==> src/rtl/csr_ctrl.sv <==
// Sequencer owning the machine-mode CSR port: Zicsr read-modify-write plus
// ECALL/MRET trap sequences, one CSR access per cycle, response held until taken.
module csr_ctrl (
  input  logic        clk,
  input  logic        rst,
  input  logic        req_valid,
  output logic        req_ready,
  input  logic [2:0]  req_op,
  input  logic [11:0] req_addr,
  input  logic [31:0] req_src,
  input  logic        req_src_zero,
  input  logic [31:0] req_pc,
  output logic        resp_valid,
  input  logic        resp_ready,
  output logic [31:0] resp_rdata,
  output logic        resp_redirect,
  output logic [31:0] resp_target,
  output logic [11:0] csr_addr,
  output logic        csr_we,
  output logic [31:0] csr_wdata,
  input  logic [31:0] csr_rdata
);

  localparam logic [2:0] OP_CSRRW = 3'b001;
  localparam logic [2:0] OP_CSRRS = 3'b010;
  localparam logic [2:0] OP_CSRRC = 3'b011;
  localparam logic [2:0] OP_ECALL = 3'b100;
  localparam logic [2:0] OP_MRET  = 3'b101;

  localparam logic [11:0] ADDR_MSTATUS = 12'h300;
  localparam logic [11:0] ADDR_MTVEC   = 12'h305;
  localparam logic [11:0] ADDR_MEPC    = 12'h341;
  localparam logic [11:0] ADDR_MCAUSE  = 12'h342;

  typedef enum logic [3:0] {
    IDLE, ZICSR, EC_EPC, EC_CAUSE, EC_STATUS, EC_VEC, MR_STATUS, MR_EPC, RESP
  } state_t;

  state_t      state_reg, state_next;
  logic [2:0]  op_reg;
  logic [11:0] addr_reg;
  logic [31:0] src_reg;
  logic        src_zero_reg;
  logic [31:0] pc_reg;
  logic [31:0] rdata_reg;
  logic        redirect_reg;
  logic [31:0] target_reg;

  logic [31:0] ec_status;
  logic [31:0] mr_status;

  // Trap entry stacks MIE into MPIE; trap return restores it. MPP is always M.
  always_comb begin
    ec_status        = csr_rdata;
    ec_status[7]     = csr_rdata[3];
    ec_status[3]     = 1'b0;
    ec_status[12:11] = 2'b11;
    mr_status        = csr_rdata;
    mr_status[3]     = csr_rdata[7];
    mr_status[7]     = 1'b1;
    mr_status[12:11] = 2'b11;
  end

  always_ff @(posedge clk) begin
    if (rst) begin
      state_reg    <= IDLE;
      op_reg       <= '0;
      addr_reg     <= '0;
      src_reg      <= '0;
      src_zero_reg <= 1'b0;
      pc_reg       <= '0;
      rdata_reg    <= '0;
      redirect_reg <= 1'b0;
      target_reg   <= '0;
    end else begin
      state_reg <= state_next;
      if (state_reg == IDLE && req_valid) begin
        op_reg       <= req_op;
        addr_reg     <= req_addr;
        src_reg      <= req_src;
        src_zero_reg <= req_src_zero;
        pc_reg       <= req_pc;
        rdata_reg    <= '0;
        redirect_reg <= 1'b0;
        target_reg   <= '0;
      end
      case (state_reg)
        ZICSR:  rdata_reg <= csr_rdata;
        EC_VEC: begin
          target_reg   <= {csr_rdata[31:2], 2'b00};
          redirect_reg <= 1'b1;
        end
        MR_EPC: begin
          target_reg   <= csr_rdata;
          redirect_reg <= 1'b1;
        end
        default: ;
      endcase
    end
  end

  always_comb begin
    state_next = state_reg;
    req_ready  = 1'b0;
    csr_addr   = '0;
    csr_we     = 1'b0;
    csr_wdata  = '0;
    case (state_reg)
      IDLE: begin
        req_ready = 1'b1;
        if (req_valid) begin
          case (req_op)
            OP_CSRRW, OP_CSRRS, OP_CSRRC: state_next = ZICSR;
            OP_ECALL:                     state_next = EC_EPC;
            OP_MRET:                      state_next = MR_STATUS;
            default:                      state_next = RESP;
          endcase
        end
      end
      ZICSR: begin
        csr_addr   = addr_reg;
        state_next = RESP;
        case (op_reg)
          OP_CSRRW: begin
            csr_we    = 1'b1;
            csr_wdata = src_reg;
          end
          OP_CSRRS: begin
            csr_we    = !src_zero_reg;
            csr_wdata = csr_rdata | src_reg;
          end
          OP_CSRRC: begin
            csr_we    = !src_zero_reg;
            csr_wdata = csr_rdata & ~src_reg;
          end
          default: ;
        endcase
      end
      EC_EPC: begin
        csr_addr   = ADDR_MEPC;
        csr_we     = 1'b1;
        csr_wdata  = pc_reg;
        state_next = EC_CAUSE;
      end
      EC_CAUSE: begin
        csr_addr   = ADDR_MCAUSE;
        csr_we     = 1'b1;
        csr_wdata  = 32'd11;
        state_next = EC_STATUS;
      end
      EC_STATUS: begin
        csr_addr   = ADDR_MSTATUS;
        csr_we     = 1'b1;
        csr_wdata  = ec_status;
        state_next = EC_VEC;
      end
      EC_VEC: begin
        csr_addr   = ADDR_MTVEC;
        state_next = RESP;
      end
      MR_STATUS: begin
        csr_addr   = ADDR_MSTATUS;
        csr_we     = 1'b1;
        csr_wdata  = mr_status;
        state_next = MR_EPC;
      end
      MR_EPC: begin
        csr_addr   = ADDR_MEPC;
        state_next = RESP;
      end
      RESP: begin
        if (resp_ready) state_next = IDLE;
      end
      default: state_next = IDLE;
    endcase
  end

  assign resp_valid    = (state_reg == RESP);
  assign resp_rdata    = rdata_reg;
  assign resp_redirect = redirect_reg;
  assign resp_target   = target_reg;

endmodule

==> config.mk <==
export PLATFORM = sky130hd
export DESIGN_NAME = csr_ctrl
export DESIGN_NICKNAME = d
export VERILOG_FILES = /design/src/rtl/csr_ctrl.sv
export SDC_FILE = /design/constraint.sdc
export NUM_CORES = 1
export LEC_CHECK = 0
export CAP_MARGIN = 10
export CORE_MARGIN = 2
export CORE_UTILIZATION = 45
export CTS_CLUSTER_DIAMETER = 100
export DETAILED_ROUTE_END_ITERATION = 16
export PLACE_DENSITY = 0.8
export SKIP_LAST_GASP = 1
export SYNTH_ARGS = -nofsm -noshare
export SYNTH_HDL_FRONTEND = slang
export SYNTH_SLANG_ARGS = --single-unit
==> constraint.sdc <==
create_clock -name clk -period 2.11 [get_ports clk]
set_input_delay 0.3165 -clock clk [delete_from_list [all_inputs] [get_ports clk]]
set_output_delay 0.3165 -clock clk [all_outputs]
set_load 0.005 [all_outputs]
=== After elaboration in Yosys (flattened, before gate mapping) ===
Cells that the tools add are included.
Widths: inputs -> output; s select.

* Flip-flop bits (word level): 149
* Output and inout bits: 112
* Word-level logic and storage cells: 59
* Input bits: 116

* Muxes and demuxes: 15
* Bitwise operators: 3
* Eq/ne operators: 18
* Reductions and logical operators: 14

{| class="wikitable"
|+ Operators by type and width
! cell !! number
|-
| $pmux 32 s5 || 1
|-
| $pmux 32 s3 || 1
|-
| $mux 32 || 2
|-
| $pmux 32 s2 || 1
|-
| $pmux 12 s5 || 1
|-
| $and 32x32->32 || 1
|-
| $not 32->32 || 1
|-
| $or 32x32->32 || 1
|-
| $pmux 4 s7 || 1
|-
| $eq 4x3->1 const B || 4
|-
| $eq 3x2->1 const B || 4
|-
| $pmux 4 s3 || 1
|-
| $eq 4x2->1 const B || 2
|-
| $mux 4 || 2
|-
| $reduce_or 2->1 || 4
|-
| $eq 3x1->1 const B || 2
|-
| $eq 3x3->1 const B || 2
|-
| $reduce_or 3->1 || 2
|-
| $eq 4x1->1 const B || 1
|-
| $eq 4x4->1 const B || 1
|-
| $logic_not 4->1 || 1
|-
| $pmux 1 s2 || 2
|-
| $reduce_bool 2->1 || 2
|-
| $reduce_or 4->1 || 1
|-
| other kinds (7) || 9
|}

=== Longest topological paths before layout ===
Gate-level depths: netlist of the first run.

* Word-level depth: 5
* Gate-level depth with buffers: 7
* Mapped depth without buffers: 4

=== Least setup slack after synthesis of the first run ===
OpenSTA, ideal clock, no wires.

* Kind: register to output
* From: register state_reg[2]
* To: output csr_wdata[10]
* Data arrival time: 1.454 ns
* Path buffers: 3
* Slack: 0.339 ns
* Cell stages (with the launch flop): 8
* Required time: 1.794 ns
* Path through: dfxtp_1 > buf_4 > nor4b_4 > and3_1 > buf_2 > buf_4 > a22o_1 > a21o_1

* Word-level cells in the longest chain between the ends: 2
* Elaborated cells on any way between the ends: 6
* Classes of those cells: 5 x eq/ne; 1 x mux

{| class="wikitable"
|+ Ends and longest elaborated chain
! item !! line !! RTL
|-
| start: declaration || 39 || <nowiki>state_t state_reg, state_next;</nowiki>
|-
| start signal: assignment || 76 || <nowiki>state_reg <= state_next;</nowiki>
|-
| $eq 4x3->1, or another cell as far along || 108 || <nowiki>case (state_reg)</nowiki>
|-
| $pmux 32 s5 (*) || 108 ||
|-
| end: declaration || 20 || <nowiki>output logic [31:0] csr_wdata,</nowiki>
|}

Every way passes the cells marked *; elsewhere a longest branch is shown, timed or not.

=== Worst setup path after layout of the first run ===
* From: register state_reg[3]
* To: output csr_wdata[13]

The elaborated chain is that of the path after synthesis.

==> results of run 1 <==
## kinds of logic after synthesis
| kind of cell | share of synthesized area [%] |
|---|---|
| and+or+nand+nor | 23.7 |
| AOI/OAI and AO/OA | 22.9 |
| DFF | 46.4 |
| buffers and inverters | 6.44 |
| muxes | 0.467 |
| xor gates and xnor gates | 0.136 |
## routing by layer
metal / share of wire [%] / global-route usage (%) / up-vias
met5: 0 / 0 / -
met4: 3.8 / 13.2 / 0
met3: 8.7 / 7.23 / 60
met2: 46 / 44.7 / 331
met1: 42 / 38.6 / 3265
li1: - / - / 3333
## where the power goes
| part | internal (mW) | switching (mW) |
|---|---|---|
| combinational | 0.668 | 0.760 |
| clock | 2.02 | 1.18 |
| sequential | 2.99 | 0.127 |
| total | 5.68 | 2.06 |
## worst min-delay path by stage
stage / cells after the start / slack (ns) / to / start
finish: 2 / 0.34 / resp_redirect / rst
global route: 2 / 0.35 / resp_target[31] / rst
CTS: 2 / 0.32 / resp_redirect / rst
detailed placement: 2 / 0.44 / addr_reg[5] / addr_reg[5]
global placement: 2 / 0.44 / addr_reg[5] / addr_reg[5]
floorplan: 2 / 0.43 / addr_reg[10] / addr_reg[10]
## Yosys cell counts (2+ instances only)
master,count,area [sq um]
nand2_1,233,875
a21oi_1,158,791
dfxtp_1,149,2980
nand3_1,66,330
clkbuf_1,40,150
o21ai_0,31,155
a21o_1,26,195
a22o_1,25,219
nor2_1,20,75.1
buf_2,13,65.1
buf_6,12,135
and2_1,8,50.1
inv_1,6,22.5
nand2b_1,5,31.3
a22oi_1,4,30.0
buf_4,4,30.0
nand3b_1,4,30.0
nor3_1,4,20.0
buf_1,3,11.3
mux2i_1,3,30.0
nor2b_1,3,18.8
a211o_1,2,17.5
a211oi_1,2,15.0
o22ai_1,2,12.5
## worst register-to-register path: stages, from the launching register on
cell and delay [ns]:
dfxtp_2 0.31, buf_4 0.13, buf_4 0.16, nor4_4 0.28, buf_4 0.19, buf_4 0.12
nand2_4 0.06, buf_16 0.26, nand3_1 0.34, a21oi_1 0.09
## layout make-up
class / count / area, sq um
sequential: 149 / 2990
fill: 1133 / 3970
timing repair buffer: 290 / 2870
clock inverter: 11 / 175
clock buffer: 21 / 450
tap: 180 / 225
antenna: 1 / 2.50
multi-input combinational: 610 / 3230
inverter: 6 / 22.5
## what timing repair did
item / in CTS / in global routing
pin swaps: 16 / 31
gates resized for setup: 183 / 80
buffers inserted: 13 / 1
endpoints found under the setup margin: 47 / 48
cloned: 2 / 3
## metrics by stage
stage / hold WS [ns] / setup slack (ns) / total power, mW / TNS (ns)
final: 0.337 / -0.210 / 7.74 / -4.74
after global routing: 0.353 / -0.297 / 8.04 / -7.86
after CTS: 0.324 / -0.276 / 7.74 / -7.35
after detailed placement: 0.443 / -0.175 / 4.50 / -3.31
after global placement: 0.439 / -0.152 / 4.48 / -1.92
after floorplan: 0.432 / 0.339 / 3.85 / 0
==> key figures, run 1 <==
Status
  – Status: finished, violations left
  – Failing checks: setup timing

Setup path
  – Worst path depth: 7
  – Crit Path Class: register to output port
  – Worst setup path startpoint: state_reg[3]
  – CP Capture Type: output port
  – Crit path DAT: 2.00 ns
  – Setup crit start kind: register
  – Worst setup endpoint: csr_wdata[13]
  – Critical Path, Cell by Cell: nor4b_4, buf_4, nand3_4, clkbuf_16, o21ai_2, a21o_1, buf_2
  – Worst EP required: 1.79 ns
  – Crit-path max cell delay: 0.33 ns
  – CP max stage cell: dfxtp_2
  – Delay-heaviest family, CP: buffers and inverters
  – Worst r2r src: state_reg[0]
  – Crit Reg-Reg Endpoint: resp_rdata[23]
  – Worst r2r path cells: 9
  – R2R setup slack: 0.05 ns
  – CP max FO: 5
  – Worst path bufs/invs: 3

STA
  – Part of the cycle the worst path needs: 110%
  – RSZ-0062 raised after global routing: yes
  – Clk_skew: 0.00609 ns
  – Fmax: 431 MHz
  – Slew headroom: 58.1%
  – Final setup vio count: 31
  – Final worst slack: -0.210 ns
  – Final Hold Viols: 0
  – Max-slew violations: 0
  – Least-Margin Pin Slew: 0.628 ns
  – Final min period: 2.32 ns

Drt
  – ANT nets after route: 0
  – Initial DRT Pass Iterations: 5
  – DR vias: 6,989
  – Vias per cell: 5.51
  – Wirelength per Cell: 17.8 microns
  – Initial drt markers: 573
  – Residual DRC: 0
  – Final Routed Wirelength: 22.6 mm

Layout
  – Most frequent cells in the layout: nand2_1, clkdlybuf4s50_1, a21oi_1, dfxtp_1, nand3_1
  – Fin nets: 1,190
  – Synthesis-to-layout area growth: 54.9%
  – Finished layout cell area: 9970 sq um
  – Layout Utilization: 71.5%
  – Most common cell after layout, fill and taps aside: nand2_1
  – Fraction of layout cells with a size suffix above 1: 16.7%
  – Final std cells w/o fill: 1,268

Clock tree
  – Cts hold-fix bufs: 0
  – # H-tree levels: 4
  – Clk_lat worst skew: 0.42 ns
  – CTS Root Cell: clkbuf_16
  – CTS Buf Count: 17
  – Clock-pin transition on the worst setup and hold timing paths: 0.06 ns
  – TritonCTS sink count: 149
  – Clock Path Buffers: 2
  – CTS tree: done

Die
  – Die W: 124 microns
  – Die Area: 15,300 sq um
  – Row count: 43
  – Starting Density: 46.2%
  – Core area: 13,900 sq um
  – # IOs: 228
  – Chip height: 124 microns

Place
  – Final HPWL DP: 14.9 mm
  – Area post-placement: 9010 sq um
  – RePlAce Congestion: 0.879
  – Placed cells: 1,218
  – IO buf count: 227

Synth
  – Most used flip-flop cell after synthesis: dfxtp_1
  – Cell area after synthesis: 6430 sq um
  – Sequential share of the synthesized area: 46.4%
  – Async SR Flop Fraction: 0%
  – Synth Register Bits: 149
  – Syn Nets: 953
  – YS warnings: 0
  – Library cells used by synthesis: 38
  – Post-synthesis area per instance: 7.69 sq um
  – Synthesized netlist cell count: 837
  – Number of flops mapped to enable cells by yosys: 0

Global route
  – First-pass GRT wire length: 33.8 mm
  – Largest net degree at the start of global routing: 146
  – Antenna violations before repair: 1
  – Grt ovf: 0
  – Overall Global Routing Usage: 29.1%
  – Number of global-route vias before repair: 6,417

Pwr
  – Pwr Density: 777 nW/um^2
  – Worst vdd ir: 0.000664 V
  – Leakage: 4.04 nW

Run
  – Max-cap violations: 0

Min path
  – HP Class: primary input to register
Note: power is estimated with default switching activity, not from simulation.
==> inputs of run 2 (changes only) <==
Settings changed: CORE_ASPECT_RATIO set to 0.75, CTS_CLUSTER_SIZE set to 20, HOLD_SLACK_MARGIN set to 0.1.
==> run 2 against run 1 <==
  * The flow still finishes with violations (setup timing)
  * Flip-flop and latch count unchanged
  * Clock skew increased by 0.0056 ns
  * Via count increased by 1.4%
  * Critical endpoint unchanged
  * Largest cell class unchanged
==> key figures, run 2 (synthesized netlist as in run 1, its figures left out) <==
Clock tree
  – Clock Path Buffers: 2 (unchanged)
  – CTS Root Cell: clkbuf_16
  – CTS tree: done
  – # H-tree levels: 4 (unchanged)
  – CTS Buf Count: 17 (unchanged)
  – TritonCTS sink count: 149 (unchanged)
  – Clk_lat worst skew: 0.42 ns (about the same)
  – Clock-pin transition on the worst setup and hold timing paths: 0.07 ns (about the same)

Place
  – Placed cells: 1,218 (unchanged)
  – Area post-placement: 9020 sq um (about the same)
  – Final HPWL DP: 15.5 mm (+4.0%)
  – RePlAce Congestion: 0.941 (+7.1%)
  – IO buf count: 227 (unchanged)

Global route
  – First-pass GRT wire length: 34.4 mm (+1.8%)
  – Antenna violations before repair: 1 (unchanged)
  – Number of global-route vias before repair: 6,227 (-3.0%)
  – Largest net degree at the start of global routing: 89 (-39%)
  – Grt ovf: 0 (unchanged)
  – Overall Global Routing Usage: 29.1% (about the same)

Setup path
  – Crit Path Class: register to output port
  – Crit-path max cell delay: 0.36 ns (+0.03 ns)
  – CP max stage cell: dfxtp_4
  – Worst path most repeated cell: buf_6
  – Worst path bufs/invs: 5 (+2)
  – Setup crit start kind: register
  – CP Capture Type: output port
  – Delay-heaviest family, CP: simple AND/OR/NAND/NOR gates
  – CP max FO: 5 (unchanged)
  – Crit path DAT: 2.09 ns (+0.09 ns)
  – Worst EP required: 1.79 ns (about the same)
  – Critical Path, Cell by Cell: nor4b_4, and3_4, buf_6, buf_6, clkbuf_16, buf_6, a22o_1, a21o_1, buf_2

Drt
  – Final Routed Wirelength: 23.3 mm (+3.5%)
  – ANT nets after route: 0 (unchanged)
  – Residual DRC: 0 (unchanged)
  – Vias per cell: 5.50 (-0.13%)
  – Met2 WL: 10.3 mm (-0.26%)
  – DRT met1 WL: 10.4 mm (+11%)
  – DR vias: 7,090 (+1.4%)
  – Initial drt markers: 581 (+1.4%)
  – DR WL met3: 2.27 mm (+15%)
  – Initial DRT Pass Iterations: 7 (+2)
  – Uppermost layer routed: met4
  – Wirelength per Cell: 18.1 microns (+1.8%)

Pwr
  – Worst vdd ir: 0.000546 V (-18%)
  – Leakage: 4.16 nW (+3.0%)
  – Total power: 7.44 mW (-3.9%)
  – Pwr Density: 739 nW/um^2 (-4.9%)

Die
  – Chip height: 108 microns (-13%)
  – # IOs: 228 (unchanged)
  – Die Area: 15,300 sq um (about the same)
  – Starting Density: 46.5% (+0.31 points)
  – Core area: 13,800 sq um (-0.66%)
  – Row count: 37 (-14%)
  – Die W: 142 microns (+15%)

Layout
  – Finished layout cell area: 10,100 sq um (+1.0%)
  – Most frequent cells in the layout: nand2_1, clkdlybuf4s50_1, a21oi_1, dfxtp_1, nand3_1
  – Register area: 2990 sq um (+0.17%)
  – Final std cells w/o fill: 1,288 (+1.6%)
  – Area of the multi-input gates: 3220 sq um (-0.46%)
  – Synthesis-to-layout area growth: 56.5%
  – Diode count: 0 (-1)
  – Layout Utilization: 72.7% (+1.2 points)
  – Fin nets: 1,216 (+2.2%)
  – Fraction of layout cells with a size suffix above 1: 18.7% (+1.9 points)
  – # fillers: 1,146 (+1.1%)
  – Most common cell after layout, fill and taps aside: nand2_1

Min path
  – HP Class: primary input to register

STA
  – Setup_tns: -6.76 ns (-2.02 ns)
  – Final Hold Viols: 0 (unchanged)
  – RSZ-0062 raised after global routing: yes
  – Part of the cycle the worst path needs: 114% (+4.2 points)
  – Clk_skew: 0.0117 ns (+0.00562 ns)
  – Final worst slack: -0.298 ns (-0.0881 ns)
  – Fmax: 415 MHz (-3.7%)
  – Slew headroom: 73.1% (+15 points)
  – Least-Margin Pin Slew: 0.403 ns (-0.225 ns)
  – Max-slew violations: 0 (unchanged)
  – Final min period: 2.41 ns (+0.0881 ns)
  – Final setup vio count: 39 (+26%)

Status
  – Failing checks: setup timing
  – Status: finished, violations left

Run
  – Max-cap violations: 0 (unchanged)
==> run 2: changes by cell type in the layout (fill, tap and decap cells not counted), moves of 4 or more <==
cell and delta:
buf_2 -10, buf_4 +13, buf_6 +10, bufinv_16 -4
clkbuf_2 +17, clkdlybuf4s15_2 -4, inv_6 +5
==> run 2: repair_timing <==
item	CTS	global route
hold buffers	0	0
pin swaps	6	36
endpoints found under the setup margin	47	41
setup buffers	7	24
gates cloned	1	6
gates resized for setup	73	153
==> run 2: worst reg2reg max path, stage by stage (launching register included) <==
cell and delay [ns]:
dfxtp_4 0.36, buf_4 0.14, buf_4 0.15, nor4_4 0.29
buf_4 0.20, and2_2 0.18, buf_12 0.23, nand2_1 0.21
a21oi_1 0.15
==> run 2: worst paths after layout <==
path,from,endpoint,slack [ns],depth (start not counted)
max reg2reg,state_reg[0],pc_reg[8],0.14,8
min,rst,resp_target[20],0.30,2
min reg2reg,addr_reg[11],addr_reg[11],0.45,2
max,state_reg[2],csr_wdata[13],-0.30,9
==> run 2: cell type report <==
type / count / share of cell area (%)
multi-input combinational: 610 / 32.0
clock buffer: 17 / 4.23
sequential: 149 / 29.7
timing repair buffer: 316 / 30.4
clock inverter: 15 / 1.32
tap: 175 / 2.17
inverter: 6 / 0.224
==> run 2: per-layer routing <==
metal  vias to the layer above  GRT usage [%]
met1                      3353           42.8
met3                        28           8.27
met5                         -              0
li1                       3395              -
met4                         0           6.07
met2                       314           42.2
==> run 2: per-stage QoR <==
| step | setup WS, ns | hold slack, ns |
|---|---|---|
| after floorplan | 0.339 | 0.432 |
| after global placement | -0.0325 | 0.437 |
| after detailed placement | -0.0573 | 0.442 |
| after CTS | -0.478 | 0.290 |
| after global routing | -0.372 | 0.297 |
| final | -0.298 | 0.299 |
==> run 2: report_power, final <==
part | switching [mW] | total (mW) | leakage, nW | internal [mW]
logic | 0.775 | 1.46 | 2.68 | 0.685
registers | 0.126 | 3.12 | 1.22 | 2.99
clock network | 1.31 | 2.86 | 0.260 | 1.55
==> inputs of run 3 (changes only) <==
Settings changed: ABC_AREA set to 1, CORE_UTILIZATION 45 to 47, PLACE_DENSITY 0.8 to 0.81, SLEW_MARGIN set to 20.
==> run 3 against run 2 <==
  * The flow still finishes with violations (setup timing)
  * Global-route usage grew 0.76 points
  * Sequential share of layout area shrank 3.1 points
  * Flip-flop and latch count is the same
  * Cell count grew 15%
  * Critical path depth grew 1
==> key figures, run 3 <==
Status
  – Status: finished, violations left
  – Failing checks: setup timing

Pwr
  – Worst vdd ir: 0.000645 V (+18%)
  – Leakage: 4.53 nW (+9.0%)
  – Pwr Density: 848 nW/um^2 (+15%)

Min path
  – Hold path startpoint: rst
  – HP Class: primary input to register

Synth
  – Largest family of logic cells by synthesized area: compound AO/OA/AOI/OAI gates
  – Most common cell in the synthesized netlist: nand2_1
  – YS warnings: 0 (unchanged)
  – Post-synth top cells: nand2_1, dfxtp_1, inv_1
  – Adder-cell share of the synthesized area: 0% (unchanged)
  – Mux contribution to synthesized area: 0% (-0.47 points)
  – Xor/xnor share of the synthesized area: 0% (-0.14 points)
  – Synth Register Bits: 149 (unchanged)
  – Synth Area in Compound Gates: 26.8% (+3.9 points)
  – Async SR Flop Fraction: 0% (unchanged)
  – Library cells used by synthesis: 27 (-29%)
  – Sequential share of the synthesized area: 41.5% (-4.9 points)
  – Post-synthesis area per instance: 7.45 sq um (-3.1%)
  – Most used flip-flop cell after synthesis: dfxtp_1
  – Area share of the largest cell type after synthesis: 41.5% (-4.9 points)
  – Largest area contributor in the netlist: dfxtp_1
  – Syn Nets: 1,082 (+14%)
  – Post-Synth Simple-Gate Area: 20.5% (-3.2 points)
  – Cell area after synthesis: 7190 sq um (+12%)
  – Synthesized netlist cell count: 966 (+15%)
  – Number of flops mapped to enable cells by yosys: 0 (unchanged)
  – Synth area leaders: dfxtp_1, nand2_1, a211oi_2

Drt
  – Wirelength per Cell: 17.5 microns (-3.4%)
  – Initial DRT Pass Iterations: 5 (-2)
  – Vias per cell: 5.22 (-5.2%)
  – ANT nets after route: 0 (unchanged)
  – Final Routed Wirelength: 25.9 mm (+11%)
  – Residual DRC: 0 (unchanged)
  – Initial drt markers: 553 (-4.8%)
  – DR vias: 7,727 (+9.0%)

Die
  – Die W: 147 microns (+3.4%)
  – Chip height: 111 microns (+3.3%)
  – Die Area: 16,300 sq um (+6.8%)
  – # IOs: 228 (unchanged)
  – Starting Density: 47.7% (+1.2 points)
  – Core area: 15,100 sq um (+8.9%)
  – Row count: 39 (+5.4%)

Layout
  – Synthesis-to-layout area growth: 56.9%
  – Most common cell after layout, fill and taps aside: nand2_1
  – Most frequent cells in the layout: nand2_1, clkdlybuf4s50_1, dfxtp_1, inv_1, nor2_1
  – Fraction of layout cells with a size suffix above 1: 26.8% (+8.1 points)
  – Fin nets: 1,378 (+13%)
  – Diode count: 0 (unchanged)
  – Final std cells w/o fill: 1,480 (+15%)

Place
  – Final HPWL DP: 15.4 mm (-0.35%)
  – IO buf count: 227 (unchanged)
  – RePlAce Congestion: 0.898 (-4.6%)
  – Post-Place Worst Slack: -0.00738 ns (+0.0499 ns)
  – Placed cells: 1,385 (+14%)

STA
  – RSZ-0062 raised after global routing: yes
  – Hold_ws: 0.246 ns (-0.0535 ns)
  – Final min period: 2.19 ns (-0.214 ns)
  – Part of the cycle the worst path needs: 104% (-10 points)
  – Slew headroom: 59.2% (-14 points)
  – Final Hold Viols: 0 (unchanged)
  – Least-Margin Pin Slew: 0.611 ns (+0.208 ns)
  – Final worst slack: -0.0843 ns (+0.214 ns)
  – Clk_skew: 0.00825 ns (-0.00346 ns)
  – Fmax: 456 MHz (+9.8%)
  – Final setup vio count: 14 (-64%)
  – Max-slew violations: 0 (unchanged)

Global route
  – Grt ovf: 0 (unchanged)
  – Antenna violations before repair: 0 (-1)
  – Largest net degree at the start of global routing: 57 (-36%)
  – Overall Global Routing Usage: 29.9% (+0.76 points)
  – First-pass GRT wire length: 38.3 mm (+11%)
  – Number of global-route vias before repair: 7,322 (+18%)

Clock tree
  – Clock Path Buffers: 2 (unchanged)
  – # H-tree levels: 4 (unchanged)
  – CTS Buf Count: 17 (unchanged)
  – CTS tree: done
  – Clk_lat worst skew: 0.43 ns (about the same)
  – TritonCTS sink count: 149 (unchanged)
  – CTS Root Cell: clkbuf_16
  – Clock-pin transition on the worst setup and hold timing paths: 0.06 ns (about the same)
  – Cts hold-fix bufs: 0 (unchanged)

Setup path
  – Setup crit start kind: register
  – Worst r2r src: state_reg[3]
  – CP max FO: 6 (+1)
  – CP Capture Type: output port
  – Crit Path Class: register to output port
  – Worst setup path startpoint: state_reg[3]
  – Worst EP required: 1.79 ns (about the same)
  – Crit path DAT: 1.88 ns (-0.21 ns)

Run
  – Max-cap violations: 0 (unchanged)
[run 3: cells by family after synthesis]
logic type	after synthesis
compound gates	267
flops	149
simple gates	374
buf+inv	176
[run 3: what timing repair did]
action                     in CTS  in global routing
setup buffers                  44                 20
setup endpoints to repair      46                 75
gates resized for setup       211                126
cloned                          3                  2
pin swaps                      10                 33
[run 3: worst max-delay path, cell delays in order, from the launching register on]
cell and delay (ns):
dfxtp_4 0.39, inv_6 0.05, nand2_4 0.07, nor2_4 0.05
buf_12 0.12, buf_12 0.12, buf_12 0.14, buf_6 0.12
a21oi_2 0.13, nand2_1 0.10, buf_2 0.15
[run 3: stage by stage]
step / util [%] / area, sq um / total power, mW / TNS (ns)
floorplan: - / 7190 / 4.90 / 0
global placement: 65.0 / 9800 / 5.79 / -0.0235
detailed placement: 65.0 / 9800 / 5.84 / -0.0144
CTS: 72.8 / 11000 / 9.30 / -1.60
global route: 74.8 / 11300 / 9.95 / -2.17
finish: 74.8 / 11300 / 9.56 / -0.361
[run 3: report_power, final]
part           leakage, nW  internal [mW]  total, mW  switching [mW]
Clock                0.294           1.87       3.18            1.31
Combinational         3.01           1.35       3.08            1.73
Sequential            1.22           3.14       3.30           0.160
Total                 4.53           6.36       9.56            3.20
[run 3: area by class of cell]
cell class                 instances  area (sq um)
fill                            1108          3790
inverter                         111           444
multi-input combinational        642          3690
timing repair buffer             341          3290
clock buffer                      17           425
tap                              205           256
sequential                       149          3000
clock inverter                    15           178
[run 3: final timing paths]
path	end	slack, ns	cells past startpoint
worst min-delay path	resp_target[3]	0.25	2
worst min register to register	resp_rdata[21]	0.46	2
worst max register to register	resp_rdata[13]	0.26	9
worst max-delay path	csr_wdata[0]	-0.08	10
[run 3: per-layer routing]
metal | part of all wire [%] | up-vias | track usage (%)
li1 | - | 3727 | -
met1 | 41 | 3595 | 37.6
met2 | 47 | 344 | 48.4
met3 | 9.1 | 61 | 9.09
met4 | 2.5 | 0 | 10.9
met5 | 0 | - | 0
==> edit 1 (flow settings as in run 2) <==
Encoding of `state_t`: now one-hot (9 bits for 9 states).
--- a/src/rtl/csr_ctrl.sv
+++ b/src/rtl/csr_ctrl.sv
@@ -32,8 +32,8 @@
   localparam logic [11:0] ADDR_MEPC    = 12'h341;
   localparam logic [11:0] ADDR_MCAUSE  = 12'h342;
 
-  typedef enum logic [3:0] {
-    IDLE, ZICSR, EC_EPC, EC_CAUSE, EC_STATUS, EC_VEC, MR_STATUS, MR_EPC, RESP
+  typedef enum logic [8:0] {
+    IDLE = 9'b000000001, ZICSR = 9'b000000010, EC_EPC = 9'b000000100, EC_CAUSE = 9'b000001000, EC_STATUS = 9'b000010000, EC_VEC = 9'b000100000, MR_STATUS = 9'b001000000, MR_EPC = 9'b010000000, RESP = 9'b100000000
   } state_t;
 
   state_t      state_reg, state_next;
Behaviour: no difference found for any inputs over 10 cycles, from zero or initial values and one cycle with rst high; not proved beyond that.
==> edit 1 against run 2 <==
The run still ends with negative setup slack left. Routed wire length increased by 21%. Sequential share of layout area decreased by 2.4 points. Power increased by 8.1%. Count of clock-buffer cells in the layout increased by 2. Largest power group is now the clock network. Sequential cell count increased by 5. Worst setup slack got worse by 0.15 ns. Cell area increased by 13%. Area after synthesis increased by 6.3%.
==> edit 1: results (changes against run 2) <==
status complete, but fails checks; failing checks negative setup slack; final worst slack -0.4528 ns (-0.1545 ns); P_leak 4.441 nW (+6.8%); Setup Viol. Count Final 144 (+270%); dpl ws -0.4568 ns (-0.3995 ns); CP endpoint csr_addr[9]; Mapped Cells 853 (+1.9%); crit-path max FO 7 (+2); via count 8044 (+13%); WL/cell 20.59 um (+14%); vias in the first global route 7331 (+18%); met2 Use GR 50.57% (+8.3 points); slew margin rel. 61.87% (-11 points); Netlist cell types 47 (+24%); post-layout util 77.44% (+4.7 points); GRT Total Usage 31.66% (+2.6 points); clock buffer count from CTS 17 (unchanged); Detailed Route Iter0 Violations 739 (+27%); Layout Nets 1275 (+4.9%); largest net degree at the start of global routing 73 (-18%); met3 wire len 2979 um (+32%); Placed Area 9747 sq um (+8.1%); slowest cell on the critical path or4_4; latest clock arrival within the worst-skew pair 0.42 ns (about the same); Critical Path AT 2.25 ns (+0.16 ns); WL met1 11480 um (+9.9%); Final HPWL DP 16680 um (+7.6%); Sum Neg Setup Slack -26.72 ns (-19.96 ns); slowest stage delay, CP 0.56 ns (+0.20 ns); initial antenna violation count 0 (-1); Clock Skew 0.01287 ns (+0.001167 ns); Reg-to-Reg Start state_reg[1]; Synth Net Count 969 (+1.7%); post-synthesis sequential area ratio 45.09% (-1.3 points); met2 wire length 13050 um (+27%); met3 usage 7.737% (-0.54 points); synth top area cells dfxtp_1 (45%), nand2_1 (12%), a21oi_1 (8.5%), o32ai_1 (4.1%), clkbuf_1 (3.2%); Fillers 1012 (-12%); met1 Track Usage GR 42.24% (-0.57 points); share of post-route cells with drive strength above 1 24.25% (+5.6 points); reg-to-reg slack, setup -0.17 ns (-0.31 ns); peak supply drop 598.0 uV (+9.5%); critical path launch point state_reg[6]; first drt pass iteration count 5 (-2); gpl congestion 0.9612 (+2.1%); Worst R2R End resp_rdata[2]; reg2reg path depth 11 (+3); global-route wire length before repair 40700 um (+18%); synth cell count leaders nand2_1 (211), dfxtp_1 (154), a21oi_1 (116), clkbuf_1 (59), nand3_1 (37); Non-Filler Instances 1371 (+6.4%)
==> edit 1: cells by family (layout without fill, tap and decap cells) <==
| family | count (synthesis) | after routing | synth area share (%) |
|---|---|---|---|
| xor+xnor | 1 | 1 | 0.1281 |
| mux | 4 | 4 | 0.6038 |
| simple gates | 352 | 352 | 24.83 |
| flops | 154 | 154 | 45.09 |
| buf+inv | 109 | 427 | 6.990 |
| compound gates | 233 | 233 | 22.36 |
==> edit 1: what timing repair did <==
action,in CTS,in global routing
setup buffers,49,9
pin swaps,39,31
gates resized for setup,291,56
cloned,6,3
setup endpoints to repair,76,194
==> edit 1: where the power goes <==
group | leakage [nW] | total (mW) | internal, mW | switching (mW)
combinational | 2.89 | 1.56 | 0.753 | 0.804
sequential | 1.26 | 3.20 | 3.07 | 0.133
clock | 0.293 | 3.29 | 2.00 | 1.29
==> edit 1: area by class of cell <==
cell class	count	area share (%)
Clock buffer	19	3.818
Timing Repair Buffer	362	31.51
Inverter	34	1.125
Clock inverter	12	1.666
Multi-Input combinational cell	590	32.30
Tap cell	200	2.207
Sequential cell	154	27.38
==> edit 1: worst min-delay path by stage <==
stage                startpoint              to  slack, ns
global route                rst  resp_rdata[13]       0.41
finish                      rst     addr_reg[7]       0.40
CTS                         rst     src_reg[31]       0.37
global placement     pc_reg[20]      pc_reg[20]       0.43
floorplan             req_op[2]    state_reg[1]       0.39
detailed placement  addr_reg[5]     addr_reg[5]       0.44
==> edit 1: critical path: cells and delay by family, from the launching register on <==
family	cells	cell delay [ns]
buffers and inverters	4	0.53
DFF	1	0.36
and+or+nand+nor	4	0.93
==> edit 2 (config.mk and constraints of run 2) <==
Without the edit above. Register the output `resp_redirect` once more, without a reset; this adds one clock of latency there. The other outputs are not delayed to match.
--- a/src/rtl/csr_ctrl.sv
+++ b/src/rtl/csr_ctrl.sv
@@ -177,7 +177,9 @@
 
   assign resp_valid    = (state_reg == RESP);
   assign resp_rdata    = rdata_reg;
-  assign resp_redirect = redirect_reg;
+  always_ff @(posedge clk) begin
+    resp_redirect <= redirect_reg;
+  end
   assign resp_target   = target_reg;
 
 endmodule
Function: changed (Yosys sat finds a counterexample within 4 cycles, from zero or initial values and one cycle with rst high).
==> edit 2 against run 2 <==
The run still ends with negative setup slack left. Area after synthesis rose by 0.31%. Fmax decreased by 2.4%. Die area rose by 0.30%. Power is 5.8% higher. Worst setup slack got worse by 0.060 ns. Routed wire length is 4.0% higher. Cell area increased by 0.42%. Sequential cell count is 1 higher. Critical endpoint is now csr_wdata[2].
==> edit 2: results (changes against run 2) <==
failing checks negative setup slack; met2 wire length 10890 um (+6.0%); post-placement cell count 1216 (-0.16%); Net Switching 2.223 mW (+0.39%); WL/cell 18.99 um (+4.8%); initial antenna violation count 0 (-1); Sum Neg Setup Slack -8.120 ns (-1.360 ns); largest net degree at the start of global routing 67 (-25%); global-route wire length before repair 36410 um (+5.8%); crit-path max FO 6 (+1); Power Combinational 1.50 mW (+3%); status complete, but fails checks; Clock-cell share 6.187% (+0.64 points); synth top area cells dfxtp_1 (47%), nand2_1 (14%), a21oi_1 (12%), nand3_1 (5.1%), a22o_1 (3.4%); Setup Viol. Count Final 28 (-28%); synth cell count leaders nand2_1 (233), a21oi_1 (158), dfxtp_1 (150), nand3_1 (66), clkbuf_1 (40); Fillers 1095 (-4.5%); dpl ws -0.1496 ns (-0.09229 ns); multi-input combinational area share 31.94% (-0.035 points); CLK BUF 18 (+1); first drt pass iteration count 5 (-2); met3 wire len 2563 um (+13%); Final HPWL DP 16090 um (+3.9%); met2 Use GR 47.79% (+5.6 points); Largest delay share family, worst path buffers and inverters; Non-Filler Instances 1278 (-0.78%); FF+latch area 3012 sq um (+0.63%); Clock Skew 0.008419 ns (-0.003286 ns); post-layout util 73.05% (+0.31 points); peak supply drop 650.2 uV (+19%); share of post-route cells with drive strength above 1 17.77% (-0.92 points); GRT Total Usage 30.95% (+1.8 points); final worst slack -0.3582 ns (-0.05983 ns); nonclk buf count 305 (-3.5%); slew margin rel. 55.39% (-18 points); sequential cells 150 (+0.67%); P_leak 4.185 nW (+0.67%); buffer share of cell area 29.70% (-0.66 points); via count 7093 (+0.042%); met3 usage 8.719% (+0.44 points); WL met1 10530 um (+0.79%); met1 Track Usage GR 42.79% (about the same); gpl congestion 0.9005 (-4.3%); post-synthesis sequential area ratio 46.53% (+0.17 points); Clock power frac 41.1% (+2.6 points)
## edit 2: path summary, 6_finish.rpt
| check | cells after the start | slack (ns) | end | startpoint |
|---|---|---|---|---|
| setup / recovery | 8 | -0.36 | csr_wdata[2] | state_reg[1] |
| hold / removal | 2 | 0.32 | redirect_reg | rst |
| setup reg to reg | 9 | 0.12 | pc_reg[18] | state_reg[0] |
| hold reg to reg | 0 | 0.36 | resp_redirect | redirect_reg |
## edit 2: kinds of logic after synthesis
| kind of cell | after synthesis | share of synthesized area [%] |
|---|---|---|
| AOI/OAI and AO/OA | 255 | 22.86 |
| and+or+nand+nor | 351 | 23.59 |
| buffers and inverters | 78 | 6.417 |
| DFF | 150 | 46.53 |
| muxes | 3 | 0.4653 |
| xor gates and xnor gates | 1 | 0.1357 |
## edit 2: what timing repair did
action,4_1_cts,5_1_grt
setup endpoints to repair,47,65
pin swaps,13,22
cloned,5,3
buffers inserted,32,5
endpoints found under the hold margin,0,0
gates resized for setup,124,118
